$ cat config.mk
export PLATFORM = sky130hd
export DESIGN_NAME = if_fetch_ctrl
export DESIGN_NICKNAME = d
export VERILOG_FILES = /design/src/rtl/if_fetch_ctrl_pkg.sv /design/src/rtl/if_id_buffer.sv /design/src/rtl/if_fetch_ctrl.sv
export SDC_FILE = /design/constraint.sdc
export NUM_CORES = 1
export LEC_CHECK = 0
export ABC_AREA = 1
export CAP_MARGIN = 10
export CORE_UTILIZATION = 52
export CTS_CLUSTER_SIZE = 16
export DETAILED_ROUTE_END_ITERATION = 6
export GPL_TIMING_DRIVEN = 0
export MAX_ROUTING_LAYER = met4
export PLACE_DENSITY = 0.92
export SLEW_MARGIN = 20
export SYNTH_ARGS = -nofsm -noshare
export SYNTH_HDL_FRONTEND = slang
export SYNTH_SLANG_ARGS = --single-unit
export TNS_END_PERCENT = 100
$ cat constraint.sdc
create_clock -name CLK -period 4 [get_ports CLK]
set_clock_uncertainty 0.05 [all_clocks]
set_input_delay 0.8 -clock CLK [delete_from_list [all_inputs] [get_ports CLK]]
set_output_delay 0.8 -clock CLK [all_outputs]
set_load 0.05 [all_outputs]
$ cat src/rtl/if_fetch_ctrl_pkg.sv
// Shared types and constants for the instruction-fetch controller.
package if_fetch_ctrl_pkg;

    localparam int unsigned XLEN    = 32;
    localparam int unsigned INSTR_W = 32;

    localparam logic [XLEN-1:0] RESET_PC_DEFAULT = 32'h0000_0000;

    // Fetch sequencer states.
    typedef enum logic [2:0] {
        S_IDLE = 3'd0,
        S_REQ  = 3'd1,
        S_WAIT = 3'd2,
        S_HOLD = 3'd3,
        S_ADV  = 3'd4
    } fetch_state_e;

endpackage

$ cat src/rtl/if_id_buffer.sv
// One-entry IF/ID buffer with a skid register, valid/ready toward decode.
module if_id_buffer
    import if_fetch_ctrl_pkg::*;
(
    input  logic               clk_i,
    input  logic               rst_i,
    input  logic               flush_i,
    input  logic               load_i,
    input  logic               skid_load_i,
    input  logic               skid_pop_i,
    input  logic [INSTR_W-1:0] data_i,
    input  logic [XLEN-1:0]    pc_i,
    input  logic               id_ready_i,
    output logic               id_valid_o,
    output logic [INSTR_W-1:0] id_instr_o,
    output logic [XLEN-1:0]    id_pc_o
);

    logic               valid_q, valid_d;
    logic [INSTR_W-1:0] instr_q, instr_d;
    logic [XLEN-1:0]    pc_q, pc_d;
    logic [INSTR_W-1:0] skid_instr_q, skid_instr_d;
    logic [XLEN-1:0]    skid_pc_q, skid_pc_d;

    // Next buffer contents: consume, refill (same cycle allowed), flush wins.
    always_comb begin
        valid_d      = valid_q;
        instr_d      = instr_q;
        pc_d         = pc_q;
        skid_instr_d = skid_instr_q;
        skid_pc_d    = skid_pc_q;
        if (valid_q && id_ready_i) begin
            valid_d = 1'b0;
        end
        if (load_i) begin
            valid_d = 1'b1;
            instr_d = data_i;
            pc_d    = pc_i;
        end else if (skid_pop_i) begin
            valid_d = 1'b1;
            instr_d = skid_instr_q;
            pc_d    = skid_pc_q;
        end
        // Skid occupancy is implied by the controller sitting in S_HOLD.
        if (skid_load_i) begin
            skid_instr_d = data_i;
            skid_pc_d    = pc_i;
        end
        if (flush_i) begin
            valid_d = 1'b0;
        end
    end

    // Buffer and skid registers with synchronous reset.
    always_ff @(posedge clk_i) begin
        if (rst_i) begin
            valid_q      <= 1'b0;
            instr_q      <= '0;
            pc_q         <= '0;
            skid_instr_q <= '0;
            skid_pc_q    <= '0;
        end else begin
            valid_q      <= valid_d;
            instr_q      <= instr_d;
            pc_q         <= pc_d;
            skid_instr_q <= skid_instr_d;
            skid_pc_q    <= skid_pc_d;
        end
    end

    assign id_valid_o = valid_q;
    assign id_instr_o = instr_q;
    assign id_pc_o    = pc_q;

endmodule

$ cat src/rtl/if_fetch_ctrl.sv
// Instruction-fetch controller: next-PC/enable generation, imem req/ack
// sequencing, redirect handling and the IF/ID buffer.
module if_fetch_ctrl
    import if_fetch_ctrl_pkg::*;
#(
    parameter logic [XLEN-1:0] RESET_PC = RESET_PC_DEFAULT,
    parameter int unsigned     PC_STEP  = 4
) (
    input  logic               CLK,
    input  logic               RST,
    input  logic [XLEN-1:0]    PC_in,
    output logic [XLEN-1:0]    NPC,
    output logic               PC_EN,
    output logic               imem_req,
    output logic [XLEN-1:0]    imem_addr,
    input  logic               imem_ack,
    input  logic [INSTR_W-1:0] imem_rdata,
    input  logic               redirect_valid,
    input  logic [XLEN-1:0]    redirect_pc,
    output logic               id_valid,
    input  logic               id_ready,
    output logic [INSTR_W-1:0] id_instr,
    output logic [XLEN-1:0]    id_pc
);

    localparam logic [XLEN-1:0] PcStep = XLEN'(PC_STEP);

    fetch_state_e    state_q, state_d;
    logic [XLEN-1:0] req_pc_q, req_pc_d;
    logic            drop_q, drop_d;
    logic            buf_load;
    logic            skid_load;
    logic            skid_pop;

    // State register.
    always_ff @(posedge CLK) begin
        if (RST) begin
            state_q  <= S_IDLE;
            req_pc_q <= '0;
            drop_q   <= 1'b0;
        end else begin
            state_q  <= state_d;
            req_pc_q <= req_pc_d;
            drop_q   <= drop_d;
        end
    end

    // Next-state logic; drop marks an in-flight request orphaned by a redirect.
    always_comb begin
        state_d   = state_q;
        req_pc_d  = req_pc_q;
        drop_d    = drop_q;
        buf_load  = 1'b0;
        skid_load = 1'b0;
        skid_pop  = 1'b0;
        unique case (state_q)
            S_IDLE: state_d = S_REQ;
            S_REQ: begin
                req_pc_d = PC_in;
                state_d  = S_WAIT;
                if (redirect_valid) begin
                    drop_d = 1'b1;
                end
            end
            S_WAIT: begin
                if (imem_ack) begin
                    if (redirect_valid || drop_q) begin
                        drop_d  = 1'b0;
                        state_d = S_REQ;
                    end else if (!id_valid || id_ready) begin
                        buf_load = 1'b1;
                        state_d  = S_ADV;
                    end else begin
                        skid_load = 1'b1;
                        state_d   = S_HOLD;
                    end
                end else if (redirect_valid) begin
                    drop_d = 1'b1;
                end
            end
            S_HOLD: begin
                if (redirect_valid) begin
                    state_d = S_REQ;
                end else if (id_ready) begin
                    skid_pop = 1'b1;
                    state_d  = S_ADV;
                end
            end
            S_ADV:   state_d = S_REQ;
            default: state_d = S_IDLE;
        endcase
    end

    // Outputs toward the PC register and instruction memory.
    always_comb begin
        imem_req = 1'b0;
        PC_EN    = 1'b0;
        NPC      = PC_in + PcStep;
        if (RST) begin
            PC_EN = 1'b1;
            NPC   = RESET_PC;
        end else begin
            imem_req = (state_q == S_REQ);
            if (redirect_valid) begin
                PC_EN = 1'b1;
                NPC   = redirect_pc;
            end else begin
                PC_EN = (state_q == S_ADV);
            end
        end
    end

    assign imem_addr = PC_in;

    if_id_buffer u_if_id_buffer (
        .clk_i       (CLK),
        .rst_i       (RST),
        .flush_i     (redirect_valid),
        .load_i      (buf_load),
        .skid_load_i (skid_load),
        .skid_pop_i  (skid_pop),
        .data_i      (imem_rdata),
        .pc_i        (req_pc_q),
        .id_ready_i  (id_ready),
        .id_valid_o  (id_valid),
        .id_instr_o  (id_instr),
        .id_pc_o     (id_pc)
    );

endmodule
==> impl_metrics.tcl, run 1 <==
set metrics [dict create \
    status "completed" \
    htreeDepth 4 \
    cp.arrival_ps 3120 \
    finalSetupViolCount 0 \
    pwr-share-clk_pct 38.8 \
    final_hold_viol_count 0 \
    timing_worst_slew_pin_value_ps 726 \
    reg2reg_setup_slack_ps 2160 \
    synth.largest_area_cell "dfxtp_1" \
    antenna_left 0 \
    routed_wire_length_per_instance_um 15.5 \
    initial_utilization_pct 53.5 \
    synthesis.nets 1348 \
    cts_inserted_buffers 17 \
    cp-startpoint "PC_in[2]" \
    worst-endpoint-required_ps 3150 \
    area_growth_syn_to_layout_pct 38.7 \
    route.detailed.drc 0 \
    place.detailed.hpwl_um 19500 \
    numClockSinks 165 \
    startpoint_type "input port" \
    ys_dominant_reg_cell "dfxtp_1" \
    die_w_um 128 \
    cp_max_fo 5 \
    internal_power_mw 3.15 \
    synth_async_sr_flop_share_pct 0 \
    clkLatencyLatePin_ps 430 \
    ff2ff_path_depth 7 \
    max_rail_drop_vdd_mv 0.311 \
    clkTransAtPathRegs_ps 60 \
    grt.total_usage_pct 34.1 \
    syn_area_per_cell_um2 6.58 \
    drt_pass1_iterations 7 \
    pre_cts_slack_ps -323 \
    clock_tree.root_cell "clkbuf_16" \
    grt_max_degree 17 \
    timing.critical_path.slowest_cell_delay_ps 600 \
    worstPathCellList "clkdlybuf4s50_1 -> ha_1 -> nand2_1 -> nor2_2 -> nand2_1 -> nor2_1 -> nand3_1 -> nand2_1 -> nor2_1 -> nor2_1 -> clkdlybuf4s18_2" \
    synth_top_cells_by_area "dfxtp_1 40%, nand2_1 12%, o21ai_0 11%" \
    final_slew_viol_count 0 \
    globalRoute.totalOverflow 0 \
    drt-vias-per-instance 5.25 \
    ctsHoldBuffers 0 \
    detailed_route_wire_length_um 26700 \
    top_level_ports 232 \
    p_sw_mw 1.42 \
    clock_path_buffers 2 \
    slew_headroom_pct 51.6 \
    num-nets-final 1597 \
    postSynthCellCount 1246 \
    post_dp_cell_area_mm2 0.0108 \
    grt_pass1_wl_um 42200 \
    dominant_cell_by_count_in_the_synthesized_netlist "nand2_1" \
    finalCritPeriodShare_pct 99.2 \
    path_depth 11 \
    die_ar_mm2 0.0163 \
    synth_top_area_share_pct 40.3 \
    share_of_final_layout_standard_cells_stronger_than_drive_strength_1_pct 9.22 \
    synth_enable_flop_cells 0 \
    fin_area_mm2 0.0114 \
    number_of_antenna_violations_at_the_first_check_in_global_routing 0 \
    crit_path_top_delay_cell "clkdlybuf4s50_1" \
    num_rows 45 \
    p_leak_nw 4.60 \
    synth.top_cells.by_count "261 x nand2_1, 188 x o21ai_0, 165 x dfxtp_1" \
    end_point_of_the_critical_path "NPC[30]" \
    synthesis.yosys.warnings 0 \
    worst_r2r_src "state_q[0]" \
    vias 9032 \
    hold_path.class "register to register" \
    synth_area_mm2 0.00820 \
    synth.yosys.seq_area_share_pct 40.3 \
    setup.worst_path.class "input port to output pin" \
    powerDensity_mw_per_mm2 402 \
    tritoncts "yes" \
    rsz0062_at_grt "true" \
    layout_min_cycle_time_ps 3970 \
    buffers_and_inverters_on_the_worst_path 2 \
    synth.ff_latch_count 165 \
    setup_slack_ps 33.0 \
    drt_iter0_drc 725 \
    final_core_util_pct 74.2 \
    crit_path_end_kind "output pin" \
    antenna_cells 0 \
    worstReg2RegEnd "u_if_id_buffer.skid_pc_q[6]" \
    number_of_port_buffers 230 \
    grt_pass1_vias 8668 \
    max_cap_violations 0 \
    max_freq_mhz 252 \
    share_seq_of_total_power_pct 39.6 \
    combPwrFrac_pct 21.6 \
    synth_unique_cells 30 \
    globalplace.congestion 0.934 \
    path_delay_family "simple AND/OR/NAND/NOR gates" \
    p_sw_share_pct 31.2 \
    coreArea_mm2 0.0153 \
    die_h_um 128 \
]
-- power groups by stage --
stage / clock [mW] / combinational (mW) / sequential [mW]
after CTS: 1.76 / 0.982 / 1.81
after global routing: 1.84 / 1.06 / 1.82
after detailed placement: 0 / 0.980 / 1.84
after global placement: 0 / 0.965 / 1.84
final: 1.77 / 0.988 / 1.81
after floorplan: 0 / 0.497 / 1.93
-- cell type report --
cell class / instances / area (µm²)
Buffer: 106 / 628
Clock buffer: 17 / 425
Clock inverter: 15 / 216
Fill cell: 1230 / 3950
Inverter: 164 / 618
Multi-Input combinational cell: 811 / 3660
Sequential cell: 165 / 3300
Tap cell: 211 / 264
Timing Repair Buffer: 230 / 2250
-- worst reg2reg max path, delay by kind of cell, from the launching register on --
family	cells	cell delay, ps
flip-flops	1	320
buffers and inverters	2	410
AND/OR/NAND/NOR	3	600
AO/OA/AOI/OAI	2	340
-- kinds of logic (layout without fill, tap and decap cells) --
group,after synthesis,in the layout,synth area share (%)
AND/OR/NAND/NOR,447,447,21.7
AO/OA/AOI/OAI,355,355,21.8
buffers and inverters,270,532,15.1
flip-flops,165,165,40.3
XOR/XNOR,8,8,0.855
adder cells (fa/ha/maj),1,1,0.153
-- placed cells by master, fill, tap and decap left out, types with 8 or more instances in the layout --
cell type          n
nand2_1          261
clkdlybuf4s50_1  200
o21ai_0          188
dfxtp_1          165
inv_1            161
a21oi_1          154
nor2_1           136
clkbuf_1          35
buf_4             34
nand3_1           31
buf_2             26
clkbuf_16         17
clkbuf_2          12
buf_6              9
o21ai_1            9
dlygate4sd2_1      8
-- how the worst min path moves through the flow --
stage | from | end | slack, ps | cells after the start
2_1_floorplan | u_if_id_buffer.skid_instr_q[0] | u_if_id_buffer.skid_instr_q[0] | 370 | 2
3_3_place_gp | u_if_id_buffer.skid_pc_q[23] | u_if_id_buffer.skid_pc_q[23] | 380 | 2
3_5_place_dp | u_if_id_buffer.skid_instr_q[23] | u_if_id_buffer.skid_instr_q[23] | 390 | 2
4_1_cts | u_if_id_buffer.skid_instr_q[23] | u_if_id_buffer.skid_instr_q[23] | 400 | 2
5_1_grt | u_if_id_buffer.skid_instr_q[5] | u_if_id_buffer.skid_instr_q[5] | 410 | 2
6_report | u_if_id_buffer.skid_instr_q[23] | u_if_id_buffer.skid_instr_q[23] | 400 | 2
-- stage by stage --
stage	instances	power, mW	TNS [ps]	hold WS (ps)
detailed placement	1687	2.82	-5120	388
floorplan	1246	2.43	0	375
global route	1719	4.72	-201	409
finish	1719	4.57	0	401
global placement	1687	2.81	-5260	383
CTS	1719	4.56	0	397
-- repair_timing --
item                                    4_1_cts  5_1_grt
setup buffers                                 0        0
pin swaps                                     0        0
resized for setup                            48       32
endpoints found under the setup margin       29       23
-- flip-flops by register name, indices dropped and copies added, names as in the netlist --
register                     cells
req_pc_q                        32
u_if_id_buffer.id_instr_o       32
u_if_id_buffer.id_pc_o          32
u_if_id_buffer.id_valid_o        1
drop_q                           1
u_if_id_buffer.skid_pc_q        32
u_if_id_buffer.skid_instr_q     32
state_q                          3
-- layer usage --
layer  wire length, µm  up-vias  track usage, %
met3              2200       67            5.74
met4               838        0            15.4
met5                 0        -               -
li1                  -     4403               -
met1             10500     4068            38.2
met2             13200      494            59.6
(Power assumes the default switching activity.)
==> inputs of run 2 (changes only) <==
--- a/config.mk
+++ b/config.mk
@@ -12,7 +12,8 @@
 export DETAILED_ROUTE_END_ITERATION = 6
 export GPL_TIMING_DRIVEN = 0
 export MAX_ROUTING_LAYER = met4
-export PLACE_DENSITY = 0.92
+export PLACE_DENSITY = 0.86
+export SKIP_LAST_GASP = 1
 export SLEW_MARGIN = 20
 export SYNTH_ARGS = -nofsm -noshare
 export SYNTH_HDL_FRONTEND = slang
==> run 2 against run 1 <==
Net effect:
- cell count stayed put
- core utilization shrank 0.54 points
- flip-flop and latch count is the same
- combinational power fell by 1%
- first-iteration DRC count is 16% lower
- via count fell by 2.0%
- non-clock buffer count stayed put
==> impl_metrics.tcl, run 2 (synthesis gave the netlist of run 1 again) <==
set metrics [dict create \
    status "completed" \
    clock_tree.root_cell "clkbuf_16" \
    grt_pass1_wl_um 40100 \
    share_seq_of_total_power_pct 41.4 \
    internal_power_mw 2.96 \
    routed_wire_length_per_instance_um 14.8 \
    tns_ps 0 \
    num-nets-final 1597 \
    share_of_final_layout_standard_cells_stronger_than_drive_strength_1_pct 8.95 \
    ff2ff_path_depth 7 \
    ctsHoldBuffers 0 \
    timing.hold.worst_endpoint "u_if_id_buffer.skid_instr_q[25]" \
    rsz0062_at_grt "true" \
    combPwrFrac_pct 22.3 \
    top_level_ports 232 \
    path_delay_family "buffers and inverters" \
    number_of_antenna_violations_at_the_first_check_in_global_routing 0 \
    crit_path_top_delay_cell "clkdlybuf4s50_1" \
    p_leak_nw 4.59 \
    coreArea_mm2 0.0153 \
    grt.total_usage_pct 32.5 \
    globalplace.congestion 0.922 \
    max_freq_mhz 254 \
    die_w_um 128 \
    p_sw_share_pct 32.3 \
    num_rows 45 \
    cts_setup_buffers 0 \
    max_cap_violations 0 \
    numPlacedInstances 1687 \
    crit_path_end_kind "output pin" \
    area_growth_syn_to_layout_pct 37.7 \
    number_of_fillers_in_the_final_layout 1273 \
    holdWs_ps 397 \
    worst-endpoint-required_ps 3150 \
    p_sw_mw 1.41 \
    cp.arrival_ps 3090 \
    worst_r2r_src "state_q[0]" \
    timing.critical_path.slowest_cell_delay_ps 810 \
    die_h_um 128 \
    worstPathCellList "clkdlybuf4s50_1 -> inv_2 -> clkbuf_2 -> nor2_1 -> nor2_1 -> clkdlybuf4s50_1" \
    mostFrequentLayoutCells "261 x nand2_1, 202 x clkdlybuf4s50_1, 188 x o21ai_0" \
    pwr-share-clk_pct 36.2 \
    cp_max_fo 10 \
    htreeDepth 4 \
    clock_path_buffers 2 \
    worstReg2RegEnd "u_if_id_buffer.skid_pc_q[3]" \
    clkTransAtPathRegs_ps 60 \
    route.detailed.drc 0 \
    die_ar_mm2 0.0163 \
    timing_worst_slew_pin_value_ps 663 \
    number_of_port_buffers 230 \
    grt_pass1_vias 8194 \
    globalRoute.totalOverflow 0 \
    path_depth 6 \
    buffers_and_inverters_on_the_worst_path 4 \
    drt-vias-per-instance 5.15 \
    initial_utilization_pct 53.5 \
    whs_path_depth 2 \
    layout.cells.most_common "nand2_1" \
    numClockSinks 165 \
    drt_pass1_iterations 6 \
    drt_iter0_drc 612 \
    final_hold_viol_count 0 \
    finalPower_mw 4.37 \
    cts.repair.resized 37 \
    finalCritPeriodShare_pct 98.5 \
    finalSetupViolCount 0 \
    antenna_left 0 \
    final_slew_viol_count 0 \
    antenna_cells 0 \
    detailed_route_wire_length_um 25400 \
    final_cell_count_no_fill 1719 \
    max_rail_drop_vdd_mv 0.310 \
    setup.worst_path.class "input port to output pin" \
    hold_path.class "register to register" \
    startpoint_type "input port" \
    reg2reg_setup_slack_ps 2130 \
    hold_path.startpoint "u_if_id_buffer.skid_instr_q[25]" \
    clkLatencyLatePin_ps 430 \
    layout_min_cycle_time_ps 3940 \
    cts_inserted_buffers 17 \
    powerDensity_mw_per_mm2 387 \
    tritoncts "yes" \
    grt_max_degree 17 \
    vias 8849 \
    slew_headroom_pct 55.8 \
    place.detailed.hpwl_um 18900 \
]
run 2: worst max-delay path by stage:
stage / start / to / slack, ps
3_3_place_gp: PC_in[2] / NPC[20] / -390
4_1_cts: redirect_valid / NPC[24] / -140
6_report: redirect_valid / NPC[1] / 60
2_1_floorplan: PC_in[2] / NPC[28] / 810
5_1_grt: PC_in[2] / NPC[28] / -40
3_5_place_dp: PC_in[2] / NPC[20] / -400
run 2: per-layer routing:
layer  track usage [%]  routed length (µm)  vias to the layer above
met4              12.7                 713                        0
met1              38.3               10300                     3955
li1                  -                   -                     4418
met2              55.1               12300                      421
met5                 -                   0                        -
met3              5.78                2050                       55
run 2: cell type report:
| class | count | area (µm²) | share of cell area (%) |
|---|---|---|---|
| Buffer | 106 | 628 | 5.56 |
| Tap cell | 211 | 264 | 2.34 |
| Clock buffer | 17 | 425 | 3.77 |
| Sequential cell | 165 | 3300 | 29.3 |
| Clock inverter | 15 | 145 | 1.29 |
| Inverter | 164 | 618 | 5.48 |
| Multi-Input combinational cell | 811 | 3650 | 32.4 |
| Timing Repair Buffer | 230 | 2250 | 19.9 |
run 2: worst reg2reg max path: stages (launching register included):
cell      delay [ps]
dfxtp_1          330
inv_1             80
nand3_1          140
nor2_1           210
nand3_2          270
clkbuf_1         310
o21ai_0          300
a21oi_1           70
run 2: per-stage QoR:
stage	util (%)	worst slack [ps]	area (µm²)
floorplan	-	814	8200
global placement	70.3	-386	10800
detailed placement	70.3	-401	10800
CTS	73.9	-138	11300
global route	73.7	-35.4	11300
finish	73.7	58.3	11300
run 2: power groups by stage:
stage / sequential (mW) / clock [mW] / combinational [mW]
floorplan: 1.93 / 0 / 0.497
global placement: 1.84 / 0 / 0.966
detailed placement: 1.84 / 0 / 0.975
CTS: 1.81 / 1.59 / 0.974
global route: 1.82 / 1.66 / 1.05
finish: 1.81 / 1.58 / 0.975
==> inputs of run 3 (changes only) <==
--- a/config.mk
+++ b/config.mk
@@ -7,12 +7,12 @@
 export LEC_CHECK = 0
 export ABC_AREA = 1
 export CAP_MARGIN = 10
-export CORE_UTILIZATION = 52
+export CORE_UTILIZATION = 40
 export CTS_CLUSTER_SIZE = 16
 export DETAILED_ROUTE_END_ITERATION = 6
 export GPL_TIMING_DRIVEN = 0
 export MAX_ROUTING_LAYER = met4
-export PLACE_DENSITY = 0.86
+export PLACE_DENSITY = 0.69
 export SKIP_LAST_GASP = 1
 export SLEW_MARGIN = 20
 export SYNTH_ARGS = -nofsm -noshare
==> run 3 against run 2 <==
Net effect:
- routed wire length rose by 2.1%
- power fell by 0.14%
- register-to-register slack improved by 50 ps
- non-clock buffer count did not move
- via count fell by 2.9%
- hold slack improved by 1.3 ps
- flip-flop and latch count did not move
- setup slack improved by 20 ps
- maximum frequency rose by 0.50%
- cell count rose by 3.1%
- count of clock-buffer cells in the layout did not move
- largest power group unchanged
- clock power barely moved
==> impl_metrics.tcl, run 3 (synthesis gave the netlist of run 1 again) <==
set metrics [dict create \
    status "completed" \
    crit_path_top_delay_cell "clkdlybuf4s50_1" \
    clkTransAtPathRegs_ps 70 \
    share_seq_of_total_power_pct 41.5 \
    route.detailed.drc 0 \
    num-nets-final 1597 \
    globalRoute.totalOverflow 0 \
    worstPathCellList "clkdlybuf4s50_1 -> ha_1 -> nand2_1 -> nor2_2 -> nand2_1 -> nor2_2 -> nand3b_1 -> nand3_1 -> nand2_1 -> inv_1 -> clkdlybuf4s15_2" \
    die_ar_mm2 0.0211 \
    holdWs_ps 398 \
    timing.critical_path.slowest_cell_delay_ps 620 \
    final_hold_viol_count 0 \
    drt-vias-per-instance 4.85 \
    area_growth_syn_to_layout_pct 38.4 \
    routed_wire_length_per_instance_um 14.6 \
    tritoncts "yes" \
    antenna_left 0 \
    layout_min_cycle_time_ps 3920 \
    p_leak_nw 4.57 \
    grt.total_usage_pct 25.3 \
    grt_pass1_wl_um 41400 \
    clkLatencyLatePin_ps 430 \
    startpoint_type "input port" \
    timing_worst_slew_pin_value_ps 684 \
    drt_pass1_iterations 5 \
    place.detailed.hpwl_um 19500 \
    gr-usage-met1_pct 32.1 \
    powerDensity_mw_per_mm2 385 \
    fin_area_mm2 0.0113 \
    buffers_and_inverters_on_the_worst_path 3 \
    cpMostUsedCell "nand2_1" \
    rsz0062_at_grt "true" \
    p_sw_share_pct 32.3 \
    grt.met2_usage_pct 41.2 \
    layout.cells.most_common "nand2_1" \
    number_of_port_buffers 230 \
    num_rows 51 \
    grt_pass1_vias 8075 \
    top_level_ports 232 \
    die_h_um 145 \
    p_sw_mw 1.41 \
    setup_slack_ps 77.9 \
    post_dp_cell_area_mm2 0.0108 \
    number_of_fillers_in_the_final_layout 1976 \
    antenna_cells 0 \
    htreeDepth 4 \
    pre_cts_slack_ps -410 \
    clock_path_buffers 2 \
    coreArea_mm2 0.0198 \
    finalCritPeriodShare_pct 98.1 \
    final_cell_count_no_fill 1773 \
    cp_max_fo 5 \
    path_delay_family "buffers and inverters" \
    tns_ps 0 \
    detailed_route_wire_length_um 25900 \
    hold_path.class "register to register" \
    max_cap_violations 0 \
    cp.arrival_ps 3070 \
    grt_max_degree 17 \
    numClockSinks 165 \
    drt_iter0_drc 542 \
    globalplace.congestion 0.902 \
    top_usage_layer "met2" \
    share_of_final_layout_standard_cells_stronger_than_drive_strength_1_pct 9.08 \
    clock_tree.root_cell "clkbuf_16" \
    vias 8595 \
    number_of_antenna_violations_at_the_first_check_in_global_routing 0 \
    initial_utilization_pct 41.4 \
    crit_path_end_kind "output pin" \
    max_rail_drop_vdd_mv 0.225 \
    final_core_util_pct 57.3 \
    max_freq_mhz 255 \
    ctsHoldBuffers 0 \
    numPlacedInstances 1741 \
    use_met3_pct 3.65 \
    worst-endpoint-required_ps 3150 \
    combPwrFrac_pct 22.3 \
    cts_setup_buffers 0 \
    mostFrequentLayoutCells "261 x nand2_1, 201 x clkdlybuf4s50_1, 188 x o21ai_0" \
    final_slew_viol_count 0 \
    pwr-share-clk_pct 36.2 \
    finalSetupViolCount 0 \
    setup.worst_path.class "input port to output pin" \
    internal_power_mw 2.95 \
    die_w_um 145 \
    cts_inserted_buffers 17 \
    cts.repair.resized 42 \
    finalPower_mw 4.37 \
    slew_headroom_pct 54.4 \
]
==> run 3: area by class of cell <==
class	count	area (µm²)	share of cell area [%]
tap	265	332	2.92
buffer	106	626	5.52
sequential	165	3300	29.1
clock buffer	17	425	3.75
clock inverter	15	141	1.25
inverter	164	618	5.45
multi-input combinational	811	3660	32.3
timing repair buffer	230	2230	19.7
==> run 3: worst min-delay path: stages (launching register included) <==
cell     delay, ps
dfxtp_1        300
inv_1           50
a21oi_1         50
==> run 3: worst paths after layout <==
check                                 start  slack, ps  cells past startpoint                             end
min          u_if_id_buffer.skid_instr_q[8]        400                      2  u_if_id_buffer.skid_instr_q[8]
min reg2reg  u_if_id_buffer.skid_instr_q[8]        400                      2  u_if_id_buffer.skid_instr_q[8]
max                                PC_in[2]         80                     11                         NPC[20]
max reg2reg                      state_q[0]       2180                      7     u_if_id_buffer.skid_pc_q[9]
==> run 3: power by group through the flow <==
stage / clock (mW) / sequential (mW) / combinational (mW)
floorplan: 0 / 1.93 / 0.497
global placement: 0 / 1.84 / 0.977
detailed placement: 0 / 1.85 / 0.982
CTS: 1.60 / 1.81 / 0.978
global route: 1.67 / 1.82 / 1.06
finish: 1.58 / 1.81 / 0.974
==> run 3: per-layer routing <==
layer	up-vias	wire length (µm)	part of all wire, %
met5	-	0	0
met4	0	501	1.9
met3	36	1520	5.9
met2	317	12200	47
met1	3835	11700	45
li1	4407	-	-
==> RTL edit (config.mk and constraints of run 2) <==
Change the package constant `XLEN` from 32 to 24.
--- a/src/rtl/if_fetch_ctrl_pkg.sv
+++ b/src/rtl/if_fetch_ctrl_pkg.sv
@@ -1,7 +1,7 @@
 // Shared types and constants for the instruction-fetch controller.
 package if_fetch_ctrl_pkg;
 
-    localparam int unsigned XLEN    = 32;
+    localparam int unsigned XLEN    = 24;
     localparam int unsigned INSTR_W = 32;
 
     localparam logic [XLEN-1:0] RESET_PC_DEFAULT = 32'h0000_0000;
Interface: changed (5 resized); port bits go from 232 to 192. No check against the original RTL was run, so the function may have changed too.
==> RTL edit against run 2 <==
Critical endpoint is now NPC[6]; final area fell by 13%; highest routed layer unchanged; sequential cell count down 24; wire length shrank 20%; sequential share of layout area shrank 0.42 points; critical path depth rose by 2; synthesized area shrank 14%; total power down 9.5%; setup slack better by 0.033 ns; fmax grew 0.86%.
==> RTL edit: results (changes against run 2) <==
qor: yosys.netlist-cell-type-count 28 [-6.7%]
qor: drt.drt_pre_antenna_iters 5 [-1]
qor: yosys.synth.area.top_cells dfxtp_1 40%, nand2_1 12%, inv_1 8.3%
qor: placed_design.port-buffer-count 190 [-17%]
qor: clock_network.root_buf_cell clkbuf_16
qor: global_routing.grt_pass1_vias 7001 [-15%]
qor: outcome.status complete, no violations
qor: placed_design.post-place-ws -0.183 ns [+0.218 ns]
qor: global_routing.global_route.usage.total 29.8% [-2.7 points]
qor: worst_setup_path.crit_fanout 19 [+9]
qor: yosys.synth.cells.most_frequent 227 x nand2_1, 157 x inv_1, 141 x dfxtp_1, 109 x o21ai_0, 105 x a21oi_1
qor: min_path.holdCritStartpoint u_if_id_buffer.skid_instr_q[31]$_SDFFE_PP0P_
qor: final_layout.nets 1336 [-16%]
qor: yosys.synth_fp_nets 1129 [-16%]
qor: placed_design.place_hpwl 14700 um [-22%]
qor: worst_setup_path.worstPathArrival 3.06 ns [-0.03 ns]
qor: min_path.hold_path_class register to register
qor: min_path.worstHoldPathCells 2 [unchanged]
qor: pwr.peakVddDrop 0.000333 V [+7.6%]
qor: yosys.yosys_warnings 0 [unchanged]
qor: final_layout.filler_cell_count 1060 [-17%]
qor: drt.route.vias.total 7328 [-17%]
qor: final_layout.fraction_of_layout_cells_with_a_size_suffix_above_1 11.7% [+2.8 points]
qor: worst_setup_path.worst_reg2reg_path_length_in_cells 8 [+1]
qor: global_routing.number_of_antenna_violations_at_the_first_check_in_global_routing 0 [unchanged]
qor: drt.initialDrtViolationCount 428 [-30%]
qor: pwr.totalPowerFinal 3.95 mW [-9.5%]
qor: pwr.leakage 3.84 nW [-16%]
qor: drt.routed_wl 20300 um [-20%]
qor: sta.worst-slew-pin-transition 0.751 ns [+0.0879 ns]
qor: global_routing.grt_first_pass_wirelength 32700 um [-19%]
qor: clock_network.clkSlewWorstSetupHoldPaths 0.06 ns [about the same]
qor: worst_setup_path.regToRegSetupSlack 2.23 ns [+0.10 ns]
qor: sta.totalNegativeSetupSlack 0 ns [unchanged]
qor: yosys.synth-seq-area-share 39.9% [-0.43 points]
qor: worst_setup_path.r2r-start drop_q$_SDFFE_PP0P_
qor: worst_setup_path.reg2reg_to u_if_id_buffer.skid_instr_q[15]$_SDFFE_PP0P_
qor: min_path.worst_hold_path.endpoint u_if_id_buffer.skid_instr_q[31]$_SDFFE_PP0P_
qor: global_routing.largest_net_degree_at_the_start_of_global_routing 20 [+3]
qor: final_layout.final_cell_count_no_fill 1439 [-16%]
qor: clock_network.clockBufferDepth 2 [unchanged]
qor: sta.finalHoldWorstSlack 0.396 ns [-0.000504 ns]
qor: placed_design.globalplace.congestion 0.903 [-2.0%]
qor: yosys.yosys_most_used_dff dfxtp_1
qor: clock_network.clk-insertion-delay-late 0.42 ns
qor: yosys.syn_area_per_cell 6.79 sq um [+3.2%]
qor: placed_design.dpl_cell_area 9200 sq um [-15%]
[RTL edit: repair_timing]
action,in CTS,in global routing
buffers inserted,0,0
gates cloned,0,0
resized for setup,15,8
pin swaps,0,0
endpoints found under the setup margin,17,6
endpoints found under the hold margin,0,0
hold buffers,0,0
[RTL edit: how the worst max path moves through the flow]
stage                   end  slack [ns]  cells after the start
global route         NPC[5]       0.003                      8
detailed placement  NPC[22]       -0.18                     11
global placement     NPC[0]       -0.18                      7
floorplan           NPC[12]        0.82                      6
finish               NPC[6]        0.09                      8
CTS                 NPC[23]        0.07                     10
[RTL edit: area by class of cell]
| class | instances | area (sq um) | share of cell area [%] |
|---|---|---|---|
| flip-flops and latches | 141 | 2820 | 28.8 |
| repair buffers | 190 | 1880 | 19.3 |
| clock buffers | 19 | 443 | 4.53 |
| inverters | 161 | 604 | 6.18 |
| clock inverters | 13 | 165 | 1.69 |
| multi-input cells | 653 | 3120 | 31.9 |
| well taps | 176 | 220 | 2.25 |
| plain buffers | 86 | 524 | 5.36 |
[RTL edit: power breakdown]
| part | internal (mW) | total (mW) | switching [mW] |
|---|---|---|---|
| sequential | 1.49 | 1.53 | 0.0468 |
| combinational | 0.293 | 0.819 | 0.526 |
| clock | 0.998 | 1.60 | 0.604 |
| total | 2.78 | 3.95 | 1.18 |
[RTL edit: critical path: stages]
cell and delay [ns]:
clkdlybuf4s50_1 0.54, inv_1 0.20, buf_2 0.39, nor2_1 0.07, nor2_1 0.08, o21ai_0 0.09, inv_1 0.07, clkdlybuf4s50_1 0.81
[RTL edit: logic make-up after synthesis]
kind of cell | count (synthesis) | synth area share, %
AOI/OAI and AO/OA | 299 | 23.3
xor gates and xnor gates | 8 | 0.990
adders and majority gates | 1 | 0.177
buffers and inverters | 249 | 16.0
DFF | 141 | 39.9
and+or+nand+nor | 345 | 19.7
[RTL edit: layer usage]
layer / wire, um / share of wire (%) / GRT usage (%) / vias to the layer above
met5: 0 / 0 / - / -
met4: 775 / 3.8 / 15.9 / 0
met3: 1120 / 5.5 / 4.30 / 56
met2: 9990 / 49 / 50.9 / 301
met1: 8450 / 42 / 33.8 / 3299
li1: - / - / - / 3672
